==> src/rtl/native_axi_bridge_pkg.sv <==
// Shared bus constants for the native-to-AXI4 bridge.
// Holds the bridge FSM state encoding, the fixed AXI4 attribute values driven
// on every single-beat transfer, and the response decode helper.
package native_axi_bridge_pkg;

  typedef enum logic [2:0] {
    ST_IDLE    = 3'd0,
    ST_WR      = 3'd1,
    ST_WR_RESP = 3'd2,
    ST_RD_ADDR = 3'd3,
    ST_RD_DATA = 3'd4,
    ST_DONE    = 3'd5
  } bridge_state_t;

  // Single-beat, 4-byte, INCR, normal non-secure data access
  localparam logic [0:0] AXI_ID         = 1'b0;
  localparam logic [7:0] AXI_LEN        = 8'd0;
  localparam logic [2:0] AXI_SIZE       = 3'd2;
  localparam logic [1:0] AXI_BURST_INCR = 2'b01;
  localparam logic       AXI_LOCK       = 1'b0;
  localparam logic [3:0] AXI_CACHE      = 4'b0011;
  localparam logic [2:0] AXI_PROT       = 3'b010;
  localparam logic [3:0] AXI_QOS        = 4'd0;
  localparam logic       AXI_WLAST      = 1'b1;
  localparam logic [1:0] AXI_RESP_OKAY  = 2'b00;

  function automatic logic resp_is_err(input logic [1:0] resp);
    return resp != AXI_RESP_OKAY;
  endfunction

endpackage

==> src/rtl/native_axi_bridge.sv <==
// Native valid/ready request port to AXI4 master bridge, one transaction in
// flight, single-beat 32-bit transfers only.
//
// Ports
//   clk, reset           : rising-edge clock, async active-high reset
//   valid/addr/wdata/wstrb: native request, held until ready; wstrb==0 is a read
//   rdata                : last read data, held through writes and idle
//   ready                : one-cycle completion pulse
//   err                  : sticky, set by any non-OKAY B or R response
//   m_axi_aw*/w*/b*      : AXI4 write channels
//   m_axi_ar*/r*         : AXI4 read channels
//
// state      | meaning
// -----------+-----------------------------------------------
// ST_IDLE    | waiting for valid, latches the request
// ST_WR      | AW and W offered, each dropped on its own handshake
// ST_WR_RESP | bready high, waiting for B
// ST_RD_ADDR | arvalid high, waiting for arready
// ST_RD_DATA | rready high, waiting for R
// ST_DONE    | ready pulse; valid ignored here
module native_axi_bridge
  import native_axi_bridge_pkg::*;
#(
  parameter int ADDR_W = 32,
  parameter int DATA_W = 32
) (
  input  logic              clk,
  input  logic              reset,
  input  logic              valid,
  input  logic [ADDR_W-1:0] addr,
  input  logic [DATA_W-1:0] wdata,
  input  logic [3:0]        wstrb,
  output logic [DATA_W-1:0] rdata,
  output logic              ready,
  output logic              err,
  output logic [0:0]        m_axi_awid,
  output logic [ADDR_W-1:0] m_axi_awaddr,
  output logic [7:0]        m_axi_awlen,
  output logic [2:0]        m_axi_awsize,
  output logic [1:0]        m_axi_awburst,
  output logic              m_axi_awlock,
  output logic [3:0]        m_axi_awcache,
  output logic [2:0]        m_axi_awprot,
  output logic [3:0]        m_axi_awqos,
  output logic              m_axi_awvalid,
  input  logic              m_axi_awready,
  output logic [DATA_W-1:0] m_axi_wdata,
  output logic [3:0]        m_axi_wstrb,
  output logic              m_axi_wlast,
  output logic              m_axi_wvalid,
  input  logic              m_axi_wready,
  input  logic [1:0]        m_axi_bresp,
  input  logic              m_axi_bvalid,
  output logic              m_axi_bready,
  output logic [0:0]        m_axi_arid,
  output logic [ADDR_W-1:0] m_axi_araddr,
  output logic [7:0]        m_axi_arlen,
  output logic [2:0]        m_axi_arsize,
  output logic [1:0]        m_axi_arburst,
  output logic              m_axi_arlock,
  output logic [3:0]        m_axi_arcache,
  output logic [2:0]        m_axi_arprot,
  output logic [3:0]        m_axi_arqos,
  output logic              m_axi_arvalid,
  input  logic              m_axi_arready,
  input  logic [DATA_W-1:0] m_axi_rdata,
  input  logic [1:0]        m_axi_rresp,
  input  logic              m_axi_rlast,
  input  logic              m_axi_rvalid,
  output logic              m_axi_rready
);

  bridge_state_t     r_state;
  logic [ADDR_W-1:0] r_addr;
  logic [DATA_W-1:0] r_wdata;
  logic [3:0]        r_wstrb;
  logic [DATA_W-1:0] r_rdata;
  logic              r_ready;
  logic              r_err;
  logic              r_awvalid;
  logic              r_wvalid;
  logic              r_bready;
  logic              r_arvalid;
  logic              r_rready;

  // A channel counts as done if it was accepted earlier or is accepted now,
  // so AW and W completing on the same edge leaves WR in one step.
  logic w_aw_done;
  logic w_w_done;
  assign w_aw_done = !r_awvalid || m_axi_awready;
  assign w_w_done  = !r_wvalid  || m_axi_wready;

  // Single-beat transfers make rlast redundant; the byte offset is dropped by
  // word alignment.
  logic w_unused;
  assign w_unused = ^{m_axi_rlast, addr[1:0]};

  always_ff @(posedge clk or posedge reset) begin
    if (reset) begin
      r_state   <= ST_IDLE;
      r_addr    <= '0;
      r_wdata   <= '0;
      r_wstrb   <= '0;
      r_rdata   <= '0;
      r_ready   <= 1'b0;
      r_err     <= 1'b0;
      r_awvalid <= 1'b0;
      r_wvalid  <= 1'b0;
      r_bready  <= 1'b0;
      r_arvalid <= 1'b0;
      r_rready  <= 1'b0;
    end else begin
      r_ready <= 1'b0;
      case (r_state)
        ST_IDLE: begin
          if (valid) begin
            r_addr  <= {addr[ADDR_W-1:2], 2'b00};
            r_wdata <= wdata;
            r_wstrb <= wstrb;
            if (wstrb != 4'd0) begin
              r_awvalid <= 1'b1;
              r_wvalid  <= 1'b1;
              r_state   <= ST_WR;
            end else begin
              r_arvalid <= 1'b1;
              r_state   <= ST_RD_ADDR;
            end
          end
        end
        ST_WR: begin
          if (r_awvalid && m_axi_awready) r_awvalid <= 1'b0;
          if (r_wvalid && m_axi_wready)   r_wvalid  <= 1'b0;
          if (w_aw_done && w_w_done) begin
            r_bready <= 1'b1;
            r_state  <= ST_WR_RESP;
          end
        end
        ST_WR_RESP: begin
          if (m_axi_bvalid) begin
            r_bready <= 1'b0;
            if (resp_is_err(m_axi_bresp)) r_err <= 1'b1;
            r_ready  <= 1'b1;
            r_state  <= ST_DONE;
          end
        end
        ST_RD_ADDR: begin
          if (m_axi_arready) begin
            r_arvalid <= 1'b0;
            r_rready  <= 1'b1;
            r_state   <= ST_RD_DATA;
          end
        end
        ST_RD_DATA: begin
          if (m_axi_rvalid) begin
            r_rdata  <= m_axi_rdata;
            r_rready <= 1'b0;
            if (resp_is_err(m_axi_rresp)) r_err <= 1'b1;
            r_ready  <= 1'b1;
            r_state  <= ST_DONE;
          end
        end
        ST_DONE: begin
          r_state <= ST_IDLE;
        end
        default: begin
          r_state <= ST_IDLE;
        end
      endcase
    end
  end

  assign rdata         = r_rdata;
  assign ready         = r_ready;
  assign err           = r_err;

  assign m_axi_awid    = AXI_ID;
  assign m_axi_awaddr  = r_addr;
  assign m_axi_awlen   = AXI_LEN;
  assign m_axi_awsize  = AXI_SIZE;
  assign m_axi_awburst = AXI_BURST_INCR;
  assign m_axi_awlock  = AXI_LOCK;
  assign m_axi_awcache = AXI_CACHE;
  assign m_axi_awprot  = AXI_PROT;
  assign m_axi_awqos   = AXI_QOS;
  assign m_axi_awvalid = r_awvalid;

  assign m_axi_wdata   = r_wdata;
  assign m_axi_wstrb   = r_wstrb;
  assign m_axi_wlast   = AXI_WLAST;
  assign m_axi_wvalid  = r_wvalid;

  assign m_axi_bready  = r_bready;

  assign m_axi_arid    = AXI_ID;
  assign m_axi_araddr  = r_addr;
  assign m_axi_arlen   = AXI_LEN;
  assign m_axi_arsize  = AXI_SIZE;
  assign m_axi_arburst = AXI_BURST_INCR;
  assign m_axi_arlock  = AXI_LOCK;
  assign m_axi_arcache = AXI_CACHE;
  assign m_axi_arprot  = AXI_PROT;
  assign m_axi_arqos   = AXI_QOS;
  assign m_axi_arvalid = r_arvalid;

  assign m_axi_rready  = r_rready;

endmodule

==> config.mk <==
export PLATFORM = sky130hd
export DESIGN_NAME = native_axi_bridge
export DESIGN_NICKNAME = d
export VERILOG_FILES = /design/src/rtl/native_axi_bridge_pkg.sv /design/src/rtl/native_axi_bridge.sv
export SDC_FILE = /design/constraint.sdc
export NUM_CORES = 1
export LEC_CHECK = 0
export BUFFER_PORTS_ARGS = -buffer_cell sky130_fd_sc_hd__clkbuf_2
export CORE_AREA = 2 2 120 122
export CTS_CLUSTER_DIAMETER = 120
export DETAILED_ROUTE_END_ITERATION = 10
export DIE_AREA = 0 0 122 124
export PLACE_DENSITY = 0.67
export SYNTH_ARGS = -nofsm -noshare
export SYNTH_HDL_FRONTEND = slang
export SYNTH_SLANG_ARGS = --single-unit
==> constraint.sdc <==
create_clock -name clk -period 4.51 [get_ports clk]
set_input_delay 0.902 -clock clk [delete_from_list [all_inputs] [get_ports clk]]
set_output_delay 0.902 -clock clk [all_outputs]
set_load 0.03 [all_outputs]
# ---- Word level (Yosys, flattened, before mapping)
# Cells that the tools add are included.
dict set report word_totals {
  regBits 108
  inputBits 113
  output_inout_bits 192
  elab_cells 83
}
dict set report op_classes {
  eq_ne 15
  mux 31
  n_reduce_logical 25
}
# op count
set op_table {}
lappend op_table {{$ne 2x2->1 const B} 11}
lappend op_table {{$mux 1} 17}
lappend op_table {{$mux 3} 5}
lappend op_table {{$pmux 3 s5} 1}
lappend op_table {{$pmux 1 s2} 7}
lappend op_table {{$reduce_bool 2->1} 7}
lappend op_table {{$reduce_and 4->1} 3}
lappend op_table {{$reduce_and 5->1} 2}
lappend op_table {{$eq 3x2->1 const B} 2}
lappend op_table {{$reduce_and 3->1} 2}
lappend op_table {{$reduce_and 2->1} 2}
lappend op_table {{$reduce_bool 4->1} 1}
lappend op_table {{$eq 3x1->1 const B} 1}
lappend op_table {{$eq 3x3->1 const B} 1}
lappend op_table {{$logic_and 1x1->1} 3}
lappend op_table {{$logic_not 3->1} 1}
lappend op_table {{$logic_not 1->1} 2}
lappend op_table {{$logic_or 1x1->1} 2}
lappend op_table {{$mux 2} 1}

# ---- Longest topological paths before layout
dict set report depth {
  ltp_word 5
  mapped_depth 6
  ltp_nobuf 3
}

# ---- Worst setup path before layout
# OpenSTA, ideal clock, no wires.
dict set report synth_timing {
  kind {input to register}
  startpoint {in m_axi_rvalid}
  endpoint {reg r_rdata[10] (netlist: rdata[10])}
  setup_time_ns 0.125
  arrival_time_ns 1.801
  required_time_ns 4.385
  slack_ns 2.584
  cell_stages 4
  n_path_buf 2
  cell_sequence {and4bb_2 -> buf_2 -> buf_2 -> mux2_2}
}
dict set report synth_via {
  elab_chain_len 1
}
# element line_no
set synth_lines {}
lappend synth_lines {{start, declared} native_axi_bridge.sv:69} ;# input logic m_axi_rvalid,
lappend synth_lines {{$reduce_and 2->1 (no line)} n/a}
lappend synth_lines {{end signal, assigned} native_axi_bridge.sv:155} ;# r_rdata <= m_axi_rdata;
lappend synth_lines {{end, declared} native_axi_bridge.sv:77} ;# logic [DATA_W-1:0] r_rdata;
# Every way passes these cells.
# A chain may end at the register's enable or synchronous reset.

# ---- Worst setup path in the final report
dict set report layout_timing {
  startpoint {in valid}
  endpoint {reg r_addr[31] (netlist: m_axi_araddr[31])}
}
dict set report layout_via {
  elab_chain_len 1
}
# element line_no
set layout_lines {}
lappend layout_lines {{start, declared} native_axi_bridge.sv:29} ;# input logic valid,
lappend layout_lines {{$reduce_and 2->1 (no line)} n/a}
lappend layout_lines {{end signal, assigned} native_axi_bridge.sv:117} ;# r_addr <= {addr[ADDR_W-1:2], 2'b00};
lappend layout_lines {{end, declared} native_axi_bridge.sv:74} ;# logic [ADDR_W-1:0] r_addr;
# Every way passes these cells.

==> metrics.csv <==
stage,metric,value,unit
power_and_ir_drop,seqPwrFrac,0.336,
global_routing,antenna_found_initial,1,
critical_path,critPathLaunch,valid,
drt,drt_pass1_iterations,4,
critical_path,r2r_cell_count,3,
layout,multiInputGateArea,1610,um^2
synthesis,ys_types,32,
place,post-place-cells,731,
floorplan,design.portCount,305,
power_and_ir_drop,max-vdd-ir-drop,0.3082,mV
synthesis,synthTopCellsByCount,"dfrtp_1 (108), buf_4 (89), mux2_2 (68)",
cts,htree_num_levels,3,
timing,fin_ws,2.103,ns
synthesis,netlist.top_cell.by_area,dfrtp_1,
timing,final-hold-violation-count,0,
power_and_ir_drop,power_total,5.275,mW
drt,drt_drc_violations_left,0,
cts,hold_buffers,0,
floorplan,die_x,122,um
critical_path,timing.critical_path.to,m_axi_araddr[31]$_DFFE_PP0P_,
power_and_ir_drop,power.switching,2.506,mW
layout,finish.cell_count_without_fillers,746,
synthesis,yosys_most_used_dff,dfrtp_1,
critical_path,worst-path-stages,4,
critical_path,crit_chain,clkbuf_2 > nor4b_4 > buf_4 > mux2_2,
power_and_ir_drop,static-leakage-power,3.124,nW
place,gp_congestion,0.7510,
cts,clockRootBuffer,clkbuf_16,
drt,antenna_violating_nets_post_route,0,
synthesis,synth_area,4855,um^2
power_and_ir_drop,cellInternalPower,2.769,mW
power_and_ir_drop,power.density,868.9,nW/um^2
floorplan,die_h,124,um
critical_path,timing.critical_path.max_delay_family,simple AND/OR/NAND/NOR gates,
place,dp_slack,1.680,ns
synthesis,synth.top_cells.by_area,"dfrtp_1 (56%), mux2_2 (16%), buf_4 (14%)",
timing,maxClockFrequency,415.4,MHz
timing,rsz_0062_raised_after_global_routing,false,
critical_path,critical_path_buf_inv_count,2,
timing,finalWorstPathRequiredPeriod,2.407,ns
timing,fin_worst_hold_slack,0.4843,ns
cts,cts.sinks,108,
cts,cts_max_path_buffers,2,
global_routing,first_global_vias,3095,
timing,timing.final.setup_violations,0,
floorplan,initial_standard_cell_utilization_of_the_core,0.3539,
global_routing,global_route.usage.total,0.1329,
synthesis,register_bit_total_from_synthesis,108,
critical_path,nature_of_the_critical_path_endpoint,register,
critical_path,critical_path.max_fanout,30,
flow_run,maxCapViolations,0,
cts,clkSlewWorstSetupHoldPaths,0.07,ns
drt,routed_via_density,4.351,
global_routing,grt_first_pass_wirelength,15.24,mm
timing,timing.clock.skew,0.005659,ns
floorplan,core_area,13720,um^2
timing,timing_max_transition_violations_final,0,
layout,seq_area,2703,um^2
cts,numCtsBuffers,9,
synthesis,synth.top_cell.area_share,0.5567,
power_and_ir_drop,swShare,0.4751,
floorplan,die-area,15130,um^2
synthesis,seq_area_frac_synth,0.5567,
power_and_ir_drop,combinationalPowerShare,0.518,
min_path,worst_hold_path_type,register to register,
global_routing,grt_start_max_net_pins,81,
cts,insertion_delay,0.34,ns
synthesis,post-synth-top-count-cell,dfrtp_1,
cts,cts_tree,built,
floorplan,num_rows,43,
timing,timing.final.crit_share,0.5338,
layout,final_layout_size_suffix_gt1_frac,0.5912,
synthesis,synth_area_per_cell,13.87,um^2
drt,drt_iter0_markers,75,
synthesis,edff_count_synth,0,
drt,drt_wl_total,10.32,mm
global_routing,grt-ovfl-total,0,
synthesis,async_flop_share,1.000,
critical_path,worst_path_largest_cell_delay,0.73,ns
run_status,status,"finished, final reports clean",
critical_path,rr_startpoint,r_state[0]$_DFFE_PP0P_,
critical_path,required,4.74,ns
drt,via_count,3246,
cts,postCtsSetupBuffers,0,
layout,fill_cells,1288,
power_and_ir_drop,p_clk_frac,0.146,
critical_path,setup.worst_path.class,input port to register,
place,placement.io_buffers,244,
critical_path,r2r_setup_slk,2.12,ns
critical_path,crit-reg2reg-capture,m_axi_araddr[31]$_DFFE_PP0P_,
min_path,min_from,m_axi_wstrb[1]$_DFFE_PP0P_,
critical_path,cp_slowest_cell,nor4b_4,
synthesis,postSynthCellCount,350,
place,dp_hpwl,7.994,mm
cts,cts.repair.resized,0,
critical_path,worstPathArrival,2.63,ns
critical_path,setup.worst_path.start_class,input port,
synthesis,synth.yosys.warnings,0,
timing,max-slew-margin-rel,0.3572,
timing,setup_total_negative_slack,0,ns
timing,worst_slew_pin_slew,0.9642,ns
layout,area_growth,25.05,%
layout,fin_nets,675,
drt,routedWlPerCell,13.84,um
-- sequential cells by signal (all words and copies together), names as in the netlist --
| register | count |
|---|---|
| m_axi_rready | 1 |
| m_axi_bready | 1 |
| m_axi_arvalid | 1 |
| rdata | 32 |
| ready | 1 |
| m_axi_wdata | 32 |
| err | 1 |
| m_axi_wstrb | 4 |
| r_state | 3 |
| m_axi_araddr | 30 |
| m_axi_awvalid | 1 |
| m_axi_wvalid | 1 |
-- layout make-up --
type                            instances  share of cell area
Inverter                                1            0.001031
Clock inverter                          4            0.008450
Timing Repair Buffer                  247              0.2049
Tap cell                              180             0.03710
Sequential cell                       108              0.4452
Antenna cell                            1           0.0004122
Clock buffer                           10             0.03772
Multi-Input combinational cell        195              0.2653
-- logic make-up (layout without fill, tap and decap cells) --
kind of cell,Yosys count,after routing,synth area share
buffers and inverters,102,262,0.1541
AO/OA/AOI/OAI,16,16,0.02526
other,2,58,0.001547
AND/OR/NAND/NOR,22,22,0.03093
multiplexers,100,100,0.2314
flip-flops,108,108,0.5567
-- power groups by stage --
stage               sequential [mW]  combinational (mW)  clock, mW
floorplan                      2.68                1.29          0
global placement               1.76                2.74          0
detailed placement             1.79                2.77          0
CTS                            1.78                2.77      0.801
global route                   1.85                2.90      0.842
finish                         1.77                2.73      0.769
-- worst min-delay path by stage --
stage / end / slack, ns / cells past startpoint
after detailed placement: m_axi_wstrb[1]$_DFFE_PP0P_ / 0.48 / 1
after global routing: m_axi_wstrb[0]$_DFFE_PP0P_ / 0.52 / 1
after global placement: m_axi_wstrb[1]$_DFFE_PP0P_ / 0.47 / 1
after CTS: m_axi_wstrb[1]$_DFFE_PP0P_ / 0.49 / 1
after floorplan: m_axi_rready$_DFFE_PP0P_ / 0.55 / 2
final: m_axi_wstrb[1]$_DFFE_PP0P_ / 0.48 / 1
-- through the flow --
stage | area (um^2) | utilization
floorplan | 5061 | -
global placement | 5788 | 0.4219
finish | 6071 | 0.4425
detailed placement | 5788 | 0.4219
CTS | 6068 | 0.4423
global route | 6068 | 0.4423
-- layout by cell type, fill, tap and decap left out, types with 2 or more instances in the layout --
master	synthesis	final
o21ai_0	2	2
mux2_1	30	30
a31oi_1	2	2
nand2b_1	4	4
a21bo_2	2	2
nand2_1	4	4
and3b_1	2	2
conb_1	2	57
buf_4	89	3
mux2_2	68	68
clkbuf_2	0	244
a2bb2oi_1	2	2
clkbuf_16	0	9
mux2i_1	2	2
dfrtp_1	108	108
nor2_1	4	4
nand3b_1	3	3
-- routing by layer --
| metal | track usage | vias up | wire length, um | share of wire |
|---|---|---|---|---|
| met1 | 0.1399 | 1587 | 3684 | 0.36 |
| met4 | 0.04957 | 0 | 154 | 0.015 |
| met3 | 0.05037 | 16 | 923 | 0.089 |
| li1 | - | 1474 | - | - |
| met2 | 0.2413 | 169 | 5560 | 0.54 |
| met5 | 0 | - | 0 | 0 |
(Power assumes the default switching activity.)
